$ cat src/rtl/brisc_pkg.sv
// Shared BRISC decode types: opcodes, function fields and the control bundle
// handed from decode to execute.
package brisc_pkg;

   localparam logic [6:0] OPCODE_LOAD   = 7'b0000011;
   localparam logic [6:0] OPCODE_IMM    = 7'b0010011;
   localparam logic [6:0] OPCODE_AUIPC  = 7'b0010111;
   localparam logic [6:0] OPCODE_STORE  = 7'b0100011;
   localparam logic [6:0] OPCODE_R      = 7'b0110011;
   localparam logic [6:0] OPCODE_BRANCH = 7'b1100011;
   localparam logic [6:0] OPCODE_JAL    = 7'b1101111;
   localparam logic [6:0] OPCODE_END    = 7'b1111111;

   localparam logic [6:0] FUNCT7_ZERO = 7'h00;
   localparam logic [6:0] FUNCT7_SUB  = 7'h20;
   localparam logic [6:0] FUNCT7_MUL  = 7'h01;

   localparam logic [2:0] FUNCT3_ADD = 3'b000;
   localparam logic [2:0] FUNCT3_OR  = 3'b110;
   localparam logic [2:0] FUNCT3_AND = 3'b111;
   localparam logic [2:0] FUNCT3_BEQ = 3'b000;
   localparam logic [2:0] FUNCT3_B   = 3'b000;
   localparam logic [2:0] FUNCT3_H   = 3'b001;
   localparam logic [2:0] FUNCT3_W   = 3'b010;

   typedef enum logic [2:0] {I_IMM, S_IMM, B_IMM, U_IMM, J_IMM} imm_src_e;
   typedef enum logic [1:0] {FROM_ALU, FROM_CACHE, FROM_PC_NEXT} result_src_e;
   typedef enum logic       {SRC1_RS1, SRC1_PC} alu_src1_e;
   typedef enum logic       {SRC2_RS2, SRC2_IMM} alu_src2_e;
   typedef enum logic [2:0] {ALU_ADD, ALU_SUB, ALU_MUL, ALU_OR, ALU_AND} alu_ctrl_e;
   typedef enum logic [1:0] {SIZE_B, SIZE_H, SIZE_W} data_size_e;
   typedef enum logic       {NO_XCPT, UNDEF_INSTR} xcpt_e;

   typedef struct packed {
      logic        reg_write;
      logic        mem_write;
      logic        is_branch;
      logic        is_jump;
      imm_src_e    imm_src;
      result_src_e result_src;
      alu_src1_e   alu_src1;
      alu_src2_e   alu_src2;
      alu_ctrl_e   alu_ctrl;
      data_size_e  data_size;
      xcpt_e       xcpt;
   } ctrl_bundle_t;

   // Side-effect-free bundle; also the base for undefined instructions.
   localparam ctrl_bundle_t IDLE_BUNDLE = '{
      reg_write:  1'b0,
      mem_write:  1'b0,
      is_branch:  1'b0,
      is_jump:    1'b0,
      imm_src:    I_IMM,
      result_src: FROM_ALU,
      alu_src1:   SRC1_RS1,
      alu_src2:   SRC2_RS2,
      alu_ctrl:   ALU_ADD,
      data_size:  SIZE_W,
      xcpt:       NO_XCPT
   };

   function automatic logic is_end_op(input logic [6:0] opcode);
      return opcode == OPCODE_END;
   endfunction

endpackage

$ cat src/rtl/ctrl_decode_comb.sv
// Purely combinational BRISC decoder: opcode/funct3/funct7 to control bundle.
// Anything not explicitly legal collapses to IDLE_BUNDLE with UNDEF_INSTR.
module ctrl_decode_comb
   import brisc_pkg::*;
#(
   parameter int ENABLE_MUL   = 1,
   parameter int SUPPORT_HALF = 0
) (
   input  logic [6:0]   opcode,
   input  logic [2:0]   funct3,
   input  logic [6:0]   funct7,
   output ctrl_bundle_t ctrl
);

   ctrl_bundle_t dec;
   logic         legal;
   data_size_e   mem_size;
   logic         mem_size_ok;

   // LOAD and STORE share the same funct3 size encoding.
   always_comb begin
      mem_size    = SIZE_W;
      mem_size_ok = 1'b0;
      case (funct3)
         FUNCT3_B: begin
            mem_size    = SIZE_B;
            mem_size_ok = 1'b1;
         end
         FUNCT3_H: begin
            mem_size    = SIZE_H;
            mem_size_ok = (SUPPORT_HALF != 0);
         end
         FUNCT3_W: begin
            mem_size    = SIZE_W;
            mem_size_ok = 1'b1;
         end
         default: ;
      endcase
   end

   always_comb begin
      dec   = IDLE_BUNDLE;
      legal = 1'b0;
      case (opcode)
         OPCODE_AUIPC: begin
            dec.reg_write = 1'b1;
            dec.imm_src   = U_IMM;
            dec.alu_src1  = SRC1_PC;
            dec.alu_src2  = SRC2_IMM;
            legal         = 1'b1;
         end
         OPCODE_LOAD: begin
            dec.reg_write  = 1'b1;
            dec.alu_src2   = SRC2_IMM;
            dec.result_src = FROM_CACHE;
            dec.data_size  = mem_size;
            legal          = mem_size_ok;
         end
         OPCODE_STORE: begin
            dec.mem_write = 1'b1;
            dec.imm_src   = S_IMM;
            dec.alu_src2  = SRC2_IMM;
            dec.data_size = mem_size;
            legal         = mem_size_ok;
         end
         OPCODE_R: begin
            dec.reg_write = 1'b1;
            if (funct7 == FUNCT7_ZERO) begin
               case (funct3)
                  FUNCT3_ADD: begin dec.alu_ctrl = ALU_ADD; legal = 1'b1; end
                  FUNCT3_OR:  begin dec.alu_ctrl = ALU_OR;  legal = 1'b1; end
                  FUNCT3_AND: begin dec.alu_ctrl = ALU_AND; legal = 1'b1; end
                  default: ;
               endcase
            end else if (funct7 == FUNCT7_SUB && funct3 == FUNCT3_ADD) begin
               dec.alu_ctrl = ALU_SUB;
               legal        = 1'b1;
            end else if (funct7 == FUNCT7_MUL && funct3 == FUNCT3_ADD) begin
               dec.alu_ctrl = ALU_MUL;
               legal        = (ENABLE_MUL != 0);
            end
         end
         OPCODE_IMM: begin
            // Upper bits are immediate here, so funct7 never selects SUB.
            dec.reg_write = 1'b1;
            dec.alu_src2  = SRC2_IMM;
            case (funct3)
               FUNCT3_ADD: begin dec.alu_ctrl = ALU_ADD; legal = 1'b1; end
               FUNCT3_OR:  begin dec.alu_ctrl = ALU_OR;  legal = 1'b1; end
               FUNCT3_AND: begin dec.alu_ctrl = ALU_AND; legal = 1'b1; end
               default: ;
            endcase
         end
         OPCODE_BRANCH: begin
            dec.is_branch = 1'b1;
            dec.imm_src   = B_IMM;
            dec.alu_ctrl  = ALU_SUB;
            legal         = (funct3 == FUNCT3_BEQ);
         end
         OPCODE_JAL: begin
            dec.reg_write  = 1'b1;
            dec.is_jump    = 1'b1;
            dec.imm_src    = J_IMM;
            dec.result_src = FROM_PC_NEXT;
            dec.alu_src1   = SRC1_PC;
            dec.alu_src2   = SRC2_IMM;
            legal          = 1'b1;
         end
         OPCODE_END: legal = 1'b1;
         default: ;
      endcase

      ctrl = dec;
      if (!legal) begin
         ctrl      = IDLE_BUNDLE;
         ctrl.xcpt = UNDEF_INSTR;
      end
   end

endmodule

$ cat src/rtl/decode_ctrl_pipe.sv
// Registered decode stage between fetch and execute: one-entry holding register
// with valid/ready on both sides, MUL structural stall, flush and sticky halt.
module decode_ctrl_pipe
   import brisc_pkg::*;
#(
   parameter int ADDR_WIDTH   = 32,
   parameter int MUL_LATENCY  = 5,
   parameter int ENABLE_MUL   = 1,
   parameter int SUPPORT_HALF = 0
) (
   input  logic                  clk,
   input  logic                  reset,
   input  logic                  flush,
   input  logic                  in_valid,
   output logic                  in_ready,
   input  logic [31:0]           in_instr,
   input  logic [ADDR_WIDTH-1:0] in_pc,
   output logic                  out_valid,
   input  logic                  out_ready,
   output ctrl_bundle_t          out_ctrl,
   output logic [31:0]           out_instr,
   output logic [ADDR_WIDTH-1:0] out_pc,
   output logic                  halted
);

   localparam int               CNT_W      = $clog2(MUL_LATENCY + 1);
   localparam logic [CNT_W-1:0] MUL_RELOAD = CNT_W'(MUL_LATENCY - 1);

   logic                  hold_q, hold_d;
   logic                  out_valid_q, out_valid_d;
   logic                  halted_q, halted_d;
   logic [CNT_W-1:0]      mul_cnt_q, mul_cnt_d;
   ctrl_bundle_t          ctrl_q, ctrl_d;
   logic [31:0]           instr_q, instr_d;
   logic [ADDR_WIDTH-1:0] pc_q, pc_d;

   ctrl_bundle_t          dec_ctrl;
   logic                  accept;
   logic                  out_fire;

   ctrl_decode_comb #(
      .ENABLE_MUL   (ENABLE_MUL),
      .SUPPORT_HALF (SUPPORT_HALF)
   ) u_decode (
      .opcode (in_instr[6:0]),
      .funct3 (in_instr[14:12]),
      .funct7 (in_instr[31:25]),
      .ctrl   (dec_ctrl)
   );

   // hold_q tracks occupancy; out_valid_q is occupancy masked by the MUL stall,
   // so a held instruction cannot be overwritten while the stall runs.
   always_comb begin
      in_ready = ~halted_q & ~flush & (~hold_q | (out_valid_q & out_ready));
      accept   = in_valid & in_ready;
      out_fire = out_valid_q & out_ready;

      hold_d    = hold_q;
      halted_d  = halted_q;
      mul_cnt_d = mul_cnt_q;
      ctrl_d    = ctrl_q;
      instr_d   = instr_q;
      pc_d      = pc_q;

      if (mul_cnt_q != '0) begin
         mul_cnt_d = mul_cnt_q - CNT_W'(1);
      end

      if (flush) begin
         hold_d    = 1'b0;
         mul_cnt_d = '0;
         halted_d  = 1'b0;
      end else begin
         if (out_fire) begin
            hold_d = 1'b0;
            if (ctrl_q.alu_ctrl == ALU_MUL) begin
               mul_cnt_d = MUL_RELOAD;
            end
         end
         if (accept) begin
            hold_d  = 1'b1;
            ctrl_d  = dec_ctrl;
            instr_d = in_instr;
            pc_d    = in_pc;
            if (dec_ctrl.xcpt != NO_XCPT || is_end_op(in_instr[6:0])) begin
               halted_d = 1'b1;
            end
         end
      end

      out_valid_d = hold_d & (mul_cnt_d == '0);
   end

   always_ff @(posedge clk or posedge reset) begin
      if (reset) begin
         hold_q      <= 1'b0;
         out_valid_q <= 1'b0;
         halted_q    <= 1'b0;
         mul_cnt_q   <= '0;
         ctrl_q      <= '0;
         instr_q     <= '0;
         pc_q        <= '0;
      end else begin
         hold_q      <= hold_d;
         out_valid_q <= out_valid_d;
         halted_q    <= halted_d;
         mul_cnt_q   <= mul_cnt_d;
         ctrl_q      <= ctrl_d;
         instr_q     <= instr_d;
         pc_q        <= pc_d;
      end
   end

   assign out_valid = out_valid_q;
   assign out_ctrl  = ctrl_q;
   assign out_instr = instr_q;
   assign out_pc    = pc_q;
   assign halted    = halted_q;

endmodule

$ cat config.mk
export PLATFORM = sky130hd
export DESIGN_NAME = decode_ctrl_pipe
export DESIGN_NICKNAME = d
export VERILOG_FILES = /design/src/rtl/brisc_pkg.sv /design/src/rtl/ctrl_decode_comb.sv /design/src/rtl/decode_ctrl_pipe.sv
export SDC_FILE = /design/constraint.sdc
export NUM_CORES = 1
export LEC_CHECK = 0
export CAP_MARGIN = 0
export CORE_MARGIN = 2
export CORE_UTILIZATION = 30
export CTS_CLUSTER_DIAMETER = 80
export DETAILED_ROUTE_END_ITERATION = 16
export PLACE_DENSITY = 0.66
export SLEW_MARGIN = 5
export SYNTH_ARGS = -nofsm -noshare
export SYNTH_HDL_FRONTEND = slang
export SYNTH_HIERARCHICAL = 1
export SYNTH_SLANG_ARGS = --single-unit
$ cat constraint.sdc
create_clock -name clk -period 3.1 [get_ports clk]
set_input_delay 0.62 -clock clk [delete_from_list [all_inputs] [get_ports clk]]
set_output_delay 0.62 -clock clk [all_outputs]
set_load 0.1 [all_outputs]
==> flow_summary.json <==
{
  "fillers": 1183,
  "dieArea_um2": 13950,
  "vias_per_cell": 4.633,
  "dpl.hpwl_um": 6964,
  "htreeDepth": 3,
  "grt_max_degree": 54,
  "synth_xor_area_share_pct": 0.4484,
  "async_reset_ff_share_pct": 100.0,
  "multi_input_area_um2": 1592,
  "synth_compound_area_share_pct": 5.830,
  "cts_max_path_buffers": 2,
  "synth_fa_ha_area_share_pct": 0.6406,
  "cts_tree": "yes",
  "n_antenna_cell": 0,
  "required_ns": 3.30,
  "clock_latency_ns": 0.34,
  "ys_types": 53,
  "worstSetupStartpointType": "input pin",
  "crit_start": "in_instr[3]",
  "route.detailed.drc": 0,
  "rows": 41,
  "vdd_ir_drop_max_mv": 0.6765,
  "synth_edf_count": 0,
  "critPathCaptureType": "flip-flop",
  "tns_ns": 0,
  "clk_pin_slew_ns": 0.06,
  "hold_viol": 0,
  "seq_power_share_pct": 27.5,
  "grt_pass1_wl_um": 14940,
  "cts_sinks": 87,
  "fin_nets": 503,
  "syn_area_per_cell_um2": 14.20,
  "stdcell_area_um2": 5680,
  "worstSetupPathType": "input pin to flip-flop",
  "p_clk_share_pct": 17.8,
  "finalSetupViolCount": 0,
  "synthToLayoutAreaGrowth_pct": 45.42,
  "drive_gt1_share_pct": 27.98,
  "holdCritStartpoint": "out_pc[30]",
  "leakagePower_uw": 0.002515,
  "core_um2": 12670,
  "fmax_mhz": 412.5,
  "fp.dieW_um": 118.1,
  "antenna_found_initial": 0,
  "vias": 2817,
  "yosys-mux-area-fraction_pct": 23.35,
  "ys_seq_area_share_pct": 55.73,
  "overflow": 0,
  "cts_made_buffers": 9,
  "synthSimpleGateAreaFrac_pct": 10.38,
  "postCtsHoldBufs": 0,
  "cts_setup_buffers": 0,
  "placed_area_um2": 5401,
  "netlist_area_um2": 3906,
  "hp-class": "flip-flop to flip-flop",
  "drtAntennaViolNets": 0,
  "rsz0062_at_grt": "no",
  "post-route-min-period_ns": 2.424,
  "yosys_warnings": 6,
  "start_util_pct": 30.83,
  "fin_crit_sh_pct": 78.20,
  "wl_per_cell_um": 15.27,
  "finalNonFillerCells": 608,
  "ys_ff_latch": 87,
  "layout_common_cells": "dfrtp_1 (87), buf_4 (87), mux2_1 (79)",
  "grt_pass1_vias": 2994,
  "syn_inst": 275,
  "maxSlewHeadroom_pct": 57.94,
  "cts_root_buffer": "clkbuf_16",
  "placement.io_buffers": 152,
  "grtUsageTotal_pct": 13.68,
  "wl_um": 9287,
  "fp.dieH_um": 118.1,
  "cap_violations": 0,
  "synth_flop_cell": "dfrtp_1",
  "p_total_uw": 5808,
  "drv_slew": 0,
  "drt_iter0_drc": 110,
  "switching_power_uw": 3078,
  "seqCellArea_um2": 2177,
  "cp_max_fo": 7,
  "place.gp.congestion": 0.7468,
  "status": "complete, no violations",
  "switching_share_pct": 53.00,
  "skew_ns": 0.002579,
  "tightestPinTransition_ns": 0.6301,
  "power_density_nw_per_um2": 1023,
  "cp.arrival_ns": 2.63,
  "r2r_start": "out_valid",
  "firstDrtPassIters": 4,
  "pwr-share-comb_pct": 54.7,
  "ctsResizeCount": 0,
  "internal_power_uw": 2730,
  "io_pins": 153,
  "placed_cells": 593,
  "synth_nets": 346,
  "synth_top_family_by_area": "multiplexers"
}
==> routing by layer <==
layer / global-route usage [%] / vias up / share of wire (%)
met1: 16.21 / 1393 / 43
met3: 3.973 / 15 / 6.3
met5: 0 / - / 0
met4: 7.681 / 0 / 3.1
li1: - / 1319 / -
met2: 22.15 / 90 / 48
==> Yosys cell counts, types with 2 or more instances <==
| library cell | instances | share of area [%] |
|---|---|---|
| nor2_1 | 10 | 0.96 |
| nand2_1 | 5 | 0.48 |
| mux2_1 | 79 | 23 |
| a21oi_1 | 9 | 1.2 |
| nor4_1 | 4 | 0.64 |
| o21ai_0 | 2 | 0.26 |
| buf_6 | 8 | 2.3 |
| and4_1 | 2 | 0.45 |
| ha_1 | 2 | 0.64 |
| mux2_2 | 2 | 0.58 |
| nor4b_1 | 2 | 0.45 |
| xnor2_1 | 2 | 0.45 |
| inv_1 | 6 | 0.58 |
| o22ai_1 | 2 | 0.32 |
| or3_1 | 3 | 0.48 |
| and2_1 | 3 | 0.48 |
| dfrtp_1 | 87 | 56 |
| buf_2 | 2 | 0.26 |
| buf_4 | 2 | 0.38 |
| a2bb2oi_2 | 2 | 0.77 |
| or4_1 | 2 | 0.38 |
| nand2b_1 | 8 | 1.3 |
==> path summary, 6_finish.rpt <==
| kind | end | slack, ns | depth (start not counted) |
|---|---|---|---|
| setup / recovery | halted | 0.68 | 7 |
| hold / removal | out_pc[30] | 0.49 | 1 |
| setup reg to reg | out_pc[4] | 1.51 | 4 |
| hold reg to reg | out_pc[30] | 0.49 | 1 |
| max in group asynchronous | out_instr[6] | 1.75 | 3 |
| min in group asynchronous | out_instr[19] | 0.66 | 2 |
==> area by class of cell <==
cell class | instances | share of cell area [%]
Sequential cell | 87 | 38.33
Multi-Input combinational cell | 170 | 28.02
Timing Repair Buffer | 158 | 24.54
Clock buffer | 10 | 4.031
Tap cell | 172 | 3.789
Clock inverter | 5 | 0.8811
Inverter | 6 | 0.4185
==> state kept, by name (all words and copies together) (netlist names) <==
signal     cells
out_pc        32
halted         1
mul_cnt_q      3
out_valid      1
out_ctrl      17
out_instr     32
hold_q         1
==> worst max-delay path: stages <==
cell	delay, ns
clkdlybuf4s50_1	0.51
nand4bb_4	0.35
nor4b_1	0.48
a311oi_2	0.17
and2_1	0.23
a41oi_1	0.16
o22ai_1	0.10
==> metrics by stage <==
step,utilization [%],hold WS [ns],worst slack [ns]
after global routing,44.83,0.5107,0.5470
final,44.83,0.4917,0.6759
after floorplan,-,0.5425,0.2298
after detailed placement,42.63,0.4822,0.3458
after CTS,44.83,0.4968,0.7077
after global placement,42.63,0.4749,0.3708
==> power by group through the flow <==
stage,logic [uW],registers (uW),clock network [uW]
2_1_floorplan,410,3680,0
3_3_place_gp,3180,1600,0
3_5_place_dp,3200,1620,0
4_1_cts,3200,1600,1080
5_1_grt,3270,1640,1130
6_report,3180,1600,1040
==> cells by family (layout without fill, tap and decap cells) <==
kind of cell,after synthesis,after routing
multiplexers,81,81
AO/OA/AOI/OAI,29,29
other,1,1
buffers and inverters,18,179
adder cells (fa/ha/maj),2,2
flip-flops,87,87
AND/OR/NAND/NOR,55,55
XOR/XNOR,2,2
(Power assumes the default switching activity.)
==> RTL edit 1 (config.mk and constraints unchanged) <==
Take the reset off `instr_q` and load it in a clocked block of its own.
--- a/src/rtl/decode_ctrl_pipe.sv
+++ b/src/rtl/decode_ctrl_pipe.sv
@@ -98,7 +98,6 @@
          halted_q    <= 1'b0;
          mul_cnt_q   <= '0;
          ctrl_q      <= '0;
-         instr_q     <= '0;
          pc_q        <= '0;
       end else begin
          hold_q      <= hold_d;
@@ -106,9 +105,12 @@
          halted_q    <= halted_d;
          mul_cnt_q   <= mul_cnt_d;
          ctrl_q      <= ctrl_d;
-         instr_q     <= instr_d;
          pc_q        <= pc_d;
       end
+   end
+
+   always_ff @(posedge clk) begin
+      instr_q <= instr_d;
    end
 
    assign out_valid = out_valid_q;
Behaviour: not the same (Yosys sat finds a counterexample within 4 cycles, from zero or initial values and one cycle with reset high).
==> RTL edit 1 against the unedited design <==
Combinational power down 36%; first-iteration DRC count up 38%; design area shrank 3.4%; total power decreased by 21%; wire length is 4.7% lower; count of clock-buffer cells in the layout grew 6; worst setup slack got worse by 1.7 ps; area after synthesis down 5.2%; sequential cell count stayed put; sequential share of layout area up 4.3 points; register-to-register slack worse by 120 ps; final cell count fell by 8.9%.
==> RTL edit 1: results (changes against the unedited design) <==
- Post-CTS Resized: 0 (unchanged)
- DRT iter0 DRCs: 152 (was 110)
- Status: finished clean (unchanged)
- Static Leak: 2.30 nW (was 2.52 nW)
- Ys async rst share: 0.632 (was 1.00)
- Worst reg2reg endpoint: out_pc[1] (was out_pc[4])
- Setup repair bufs after CTS: 0 (unchanged)
- Final GP Congestion: 0.866 (was 0.747)
- Synthesized Nets: 312 (was 346)
- Worst hold endpoint: out_pc[18] (was out_pc[30])
- Mapped Cells: 241 (was 275)
- Hpwl dp: 6.44 mm (was 6.96 mm)
- Post-synth top cells: 55 x dfrtp_1, 40 x mux2_2, 32 x edfxtp_1 (was 87 x dfrtp_1, 79 x mux2_1, 10 x nor2_1)
- Largest net degree at the start of global routing: 56 (was 54)
- Global-route wire length before repair: 13.5 mm (was 14.9 mm)
- Yosys Warn Count: 6 (unchanged)
- Reg2Reg Setup Slack: 1390 ps (was 1510 ps)
- Hold_sp: out_pc[18] (was out_pc[30])
- Sw Ratio: 0.449 (was 0.530)
- Crit path DAT: 2630 ps (about the same)
- Worst-Skew Late Latency: 340 ps (about the same)
- H-tree levels: 3 (unchanged)
- GRT Resource Usage Total: 0.133 (was 0.137)
- DRT Pass-1 Iters: 5 (was 4)
- Share of layout cells above drive strength 1: 0.415 (was 0.280)
- Placed Cells: 538 (was 593)
- Routed Wire Length: 8.85 mm (was 9.29 mm)
- Post-synth EDFFs: 32 (was 0)
- Worst Skew: 5.32 ps (was 2.58 ps)
- Sequential fraction of the synthesis area: 0.631 (was 0.557)
- Antenna diode count: 0 (unchanged)
- Initial antenna violation count: 0 (unchanged)
- Clk root buf: clkbuf_16 (unchanged)
- Worst-case clock buffer depth: 2 (unchanged)
- RR Startpoint: halted (was out_valid)
- Synth top area cells: dfrtp_1 37%, edfxtp_1 26%, mux2_2 12%, mux2_4 3.6%, nand2b_1 1.4% (was dfrtp_1 56%, mux2_1 23%, buf_6 2.3%, nand2b_1 1.3%, a21oi_1 1.2%)
- Worst vdd ir: 0.000664 V (was 0.000676 V)
- Fill cells: 1084 (was 1183)
- Final nets: 473 (was 503)
- R2R cell count: 5 (was 4)
- DR vias: 2617 (was 2817)
- Post-Layout Cell Count: 554 (was 608)
- Worst-margin pin slew: 730 ps (was 630 ps)
- Synth unique cells: 57 (was 53)
[RTL edit 1: cell types whose count changed in the layout (fill, tap and decap cells not counted), sizes merged, moves of 2 or more]
cell / delta
nor3b: +2
mux2: -32
dfrtp: -32
edfxtp: +32
clkbuf: +6
clkinv: -4
[RTL edit 1: layer usage]
| layer | GRT usage | share of wire |
|---|---|---|
| met5 | 0 | 0 |
| met3 | 0.0506 | 0.10 |
| met1 | 0.173 | 0.43 |
| met4 | 0.0659 | 0.023 |
| met2 | 0.195 | 0.44 |
[RTL edit 1: cells by family after synthesis]
group	Yosys count	synth area share
flip-flops	87	0.631
AND/OR/NAND/NOR	55	0.108
other	1	0.00101
AO/OA/AOI/OAI	29	0.0615
XOR/XNOR	2	0.00473
buffers and inverters	16	0.0284
adder cells (fa/ha/maj)	2	0.00676
multiplexers	49	0.158
[RTL edit 1: layout make-up]
type | count | area share
clock buffer | 16 | 0.0513
inverter | 7 | 0.00502
multi-input combinational | 138 | 0.231
sequential | 87 | 0.426
tap | 147 | 0.0335
timing repair buffer | 159 | 0.253
[RTL edit 1: stage by stage]
step | setup slack [ps] | util | power, W | area (um2) | hold slack (ps)
2_1_floorplan | 101 | - | 0.00310 | 3710 | 542
3_3_place_gp | 403 | 0.433 | 0.00355 | 5200 | 491
3_5_place_dp | 333 | 0.433 | 0.00358 | 5200 | 496
4_1_cts | 710 | 0.457 | 0.00463 | 5490 | 512
5_1_grt | 459 | 0.457 | 0.00475 | 5490 | 528
6_report | 674 | 0.457 | 0.00456 | 5490 | 507
[RTL edit 1: worst max path at each step]
stage                             from  endpoint  slack [ps]
final                      in_instr[3]    halted         670
after global routing       in_instr[3]    halted         460
after CTS                  in_instr[3]    halted         710
after detailed placement   in_instr[3]    halted         330
after global placement    in_instr[30]    halted         400
after floorplan              out_valid  in_ready         100
[RTL edit 1: worst max-delay path, cell delays in order]
cell,delay (ps)
clkdlybuf4s50_1,510
nand4bb_4,340
nor4b_1,480
a311oi_2,170
and2_1,230
a41oi_1,190
o22ai_1,90
[RTL edit 1: power groups by stage]
stage	sequential (W)	combinational (W)	clock, W
2_1_floorplan	0.00274	0.000361	0
3_5_place_dp	0.00151	0.00207	0
5_1_grt	0.00152	0.00212	0.00111
4_1_cts	0.00150	0.00207	0.00107
3_3_place_gp	0.00151	0.00204	0
6_report	0.00149	0.00205	0.00102
==> RTL edit 2 (same flow settings) <==
Without the edit above. `MUL_LATENCY`: 5 -> 10.
--- a/src/rtl/decode_ctrl_pipe.sv
+++ b/src/rtl/decode_ctrl_pipe.sv
@@ -4,7 +4,7 @@
    import brisc_pkg::*;
 #(
    parameter int ADDR_WIDTH   = 32,
-   parameter int MUL_LATENCY  = 5,
+   parameter int MUL_LATENCY  = 10,
    parameter int ENABLE_MUL   = 1,
    parameter int SUPPORT_HALF = 0
 ) (
Behaviour: not the same (a bounded check fails within 10 cycles, from zero or initial values and one cycle with reset high).
==> RTL edit 2 against the unedited design <==
Non-clock buffer count increased by 1; total power increased by 6.9%; area after synthesis increased by 9.7%; worst setup slack got worse by 27 ps; first-iteration DRC count decreased by 31%; sequential cell count increased by 1; design area increased by 8.4%; wire length increased by 11%; largest power group unchanged.
==> RTL edit 2: results (changes against the unedited design) <==
- Synthesized Nets: 361 (was 346)
- Worst stage delay on the critical path: 530 ps (was 510 ps)
- GRT met1 Usage: 0.177 (was 0.162)
- Final nets: 515 (was 503)
- Worst Skew: 7.67 ps (was 2.58 ps)
- Crit path DAT: 2670 ps (was 2630 ps)
- Grt met2 use: 0.218 (was 0.221)
- Wl on met1: 4.55 mm (was 4.00 mm)
- Hold_sp: out_ctrl[8] (was out_pc[30])
- Drt via density: 4.66 (was 4.63)
- Final GP Congestion: 0.775 (was 0.747)
- M3 GR Usage: 0.0346 (was 0.0397)
- Global-route wire length before repair: 15.8 mm (was 14.9 mm)
- WL met2: 4.89 mm (was 4.41 mm)
- Static Leak: 2.94 nW (was 2.52 nW)
- Synth Area in Adders: 0.00292 (was 0.00641)
- Sequential fraction of the synthesis area: 0.514 (was 0.557)
- Status: finished clean (unchanged)
- Routed Wire Length: 10.3 mm (was 9.29 mm)
- GRT Resource Usage Total: 0.137 (about the same)
- Worst vdd ir: 0.000559 V (was 0.000676 V)
- Worst-margin pin slew: 788 ps (was 630 ps)
- Met3 WL: 689 um (was 581 um)
- Post-synthesis compound-gate area fraction: 0.0616 (was 0.0583)
- Post-synthesis mux area share: 0.282 (was 0.234)
- Hpwl dp: 7.40 mm (was 6.96 mm)
==> RTL edit 2: cell count changes in the layout (fill, tap and decap cells not counted), moves of 3 or more <==
cell,before,now
bufinv_16,1,4
nor2_1,10,14
mux2_1,79,0
mux2_4,0,79
clkinv_2,5,1
==> RTL edit 2: stage by stage <==
| step | setup slack, ps | total power (W) | std cells | util | hold slack (ps) |
|---|---|---|---|---|---|
| after global routing | 609 | 0.00645 | 629 | 0.442 | 525 |
| after detailed placement | 368 | 0.00491 | 614 | 0.415 | 494 |
| after floorplan | 201 | 0.00422 | 291 | - | 593 |
| final | 649 | 0.00621 | 629 | 0.442 | 508 |
| after CTS | 705 | 0.00628 | 629 | 0.442 | 513 |
| after global placement | 404 | 0.00487 | 614 | 0.415 | 492 |
==> RTL edit 2: final timing paths <==
| check | to | slack (ps) | cells past startpoint |
|---|---|---|---|
| worst min-delay path | out_ctrl[8] | 510 | 1 |
| max in group asynchronous | out_pc[31] | 1770 | 3 |
| min in group asynchronous | out_instr[21] | 630 | 2 |
| worst max-delay path | out_ctrl[0] | 650 | 6 |
| worst max register to register | out_pc[18] | 1140 | 4 |
| worst min register to register | out_ctrl[8] | 510 | 1 |
==> RTL edit 2: worst reg2reg max path, cell delays in order, from the launching register on <==
cell and delay, ps:
dfrtp_1 340, nand2_1 150, a2111o_2 550, buf_4 390
mux2_4 410
==> RTL edit 2: power breakdown <==
group | switching (W) | internal, W
combinational | 0.00238 | 0.000879
clock | 0.000447 | 0.000888
sequential | 0.000189 | 0.00143
==> RTL edit 2: layout make-up <==
cell class	count	area (um2)	share of cell area
Multi-Input combinational cell	180	1930	0.314
Inverter	7	27.5	0.00447
Clock buffer	10	239	0.0388
Sequential cell	88	2200	0.358
Clock inverter	5	129	0.0209
Tap cell	180	225	0.0366
Timing Repair Buffer	159	1400	0.228
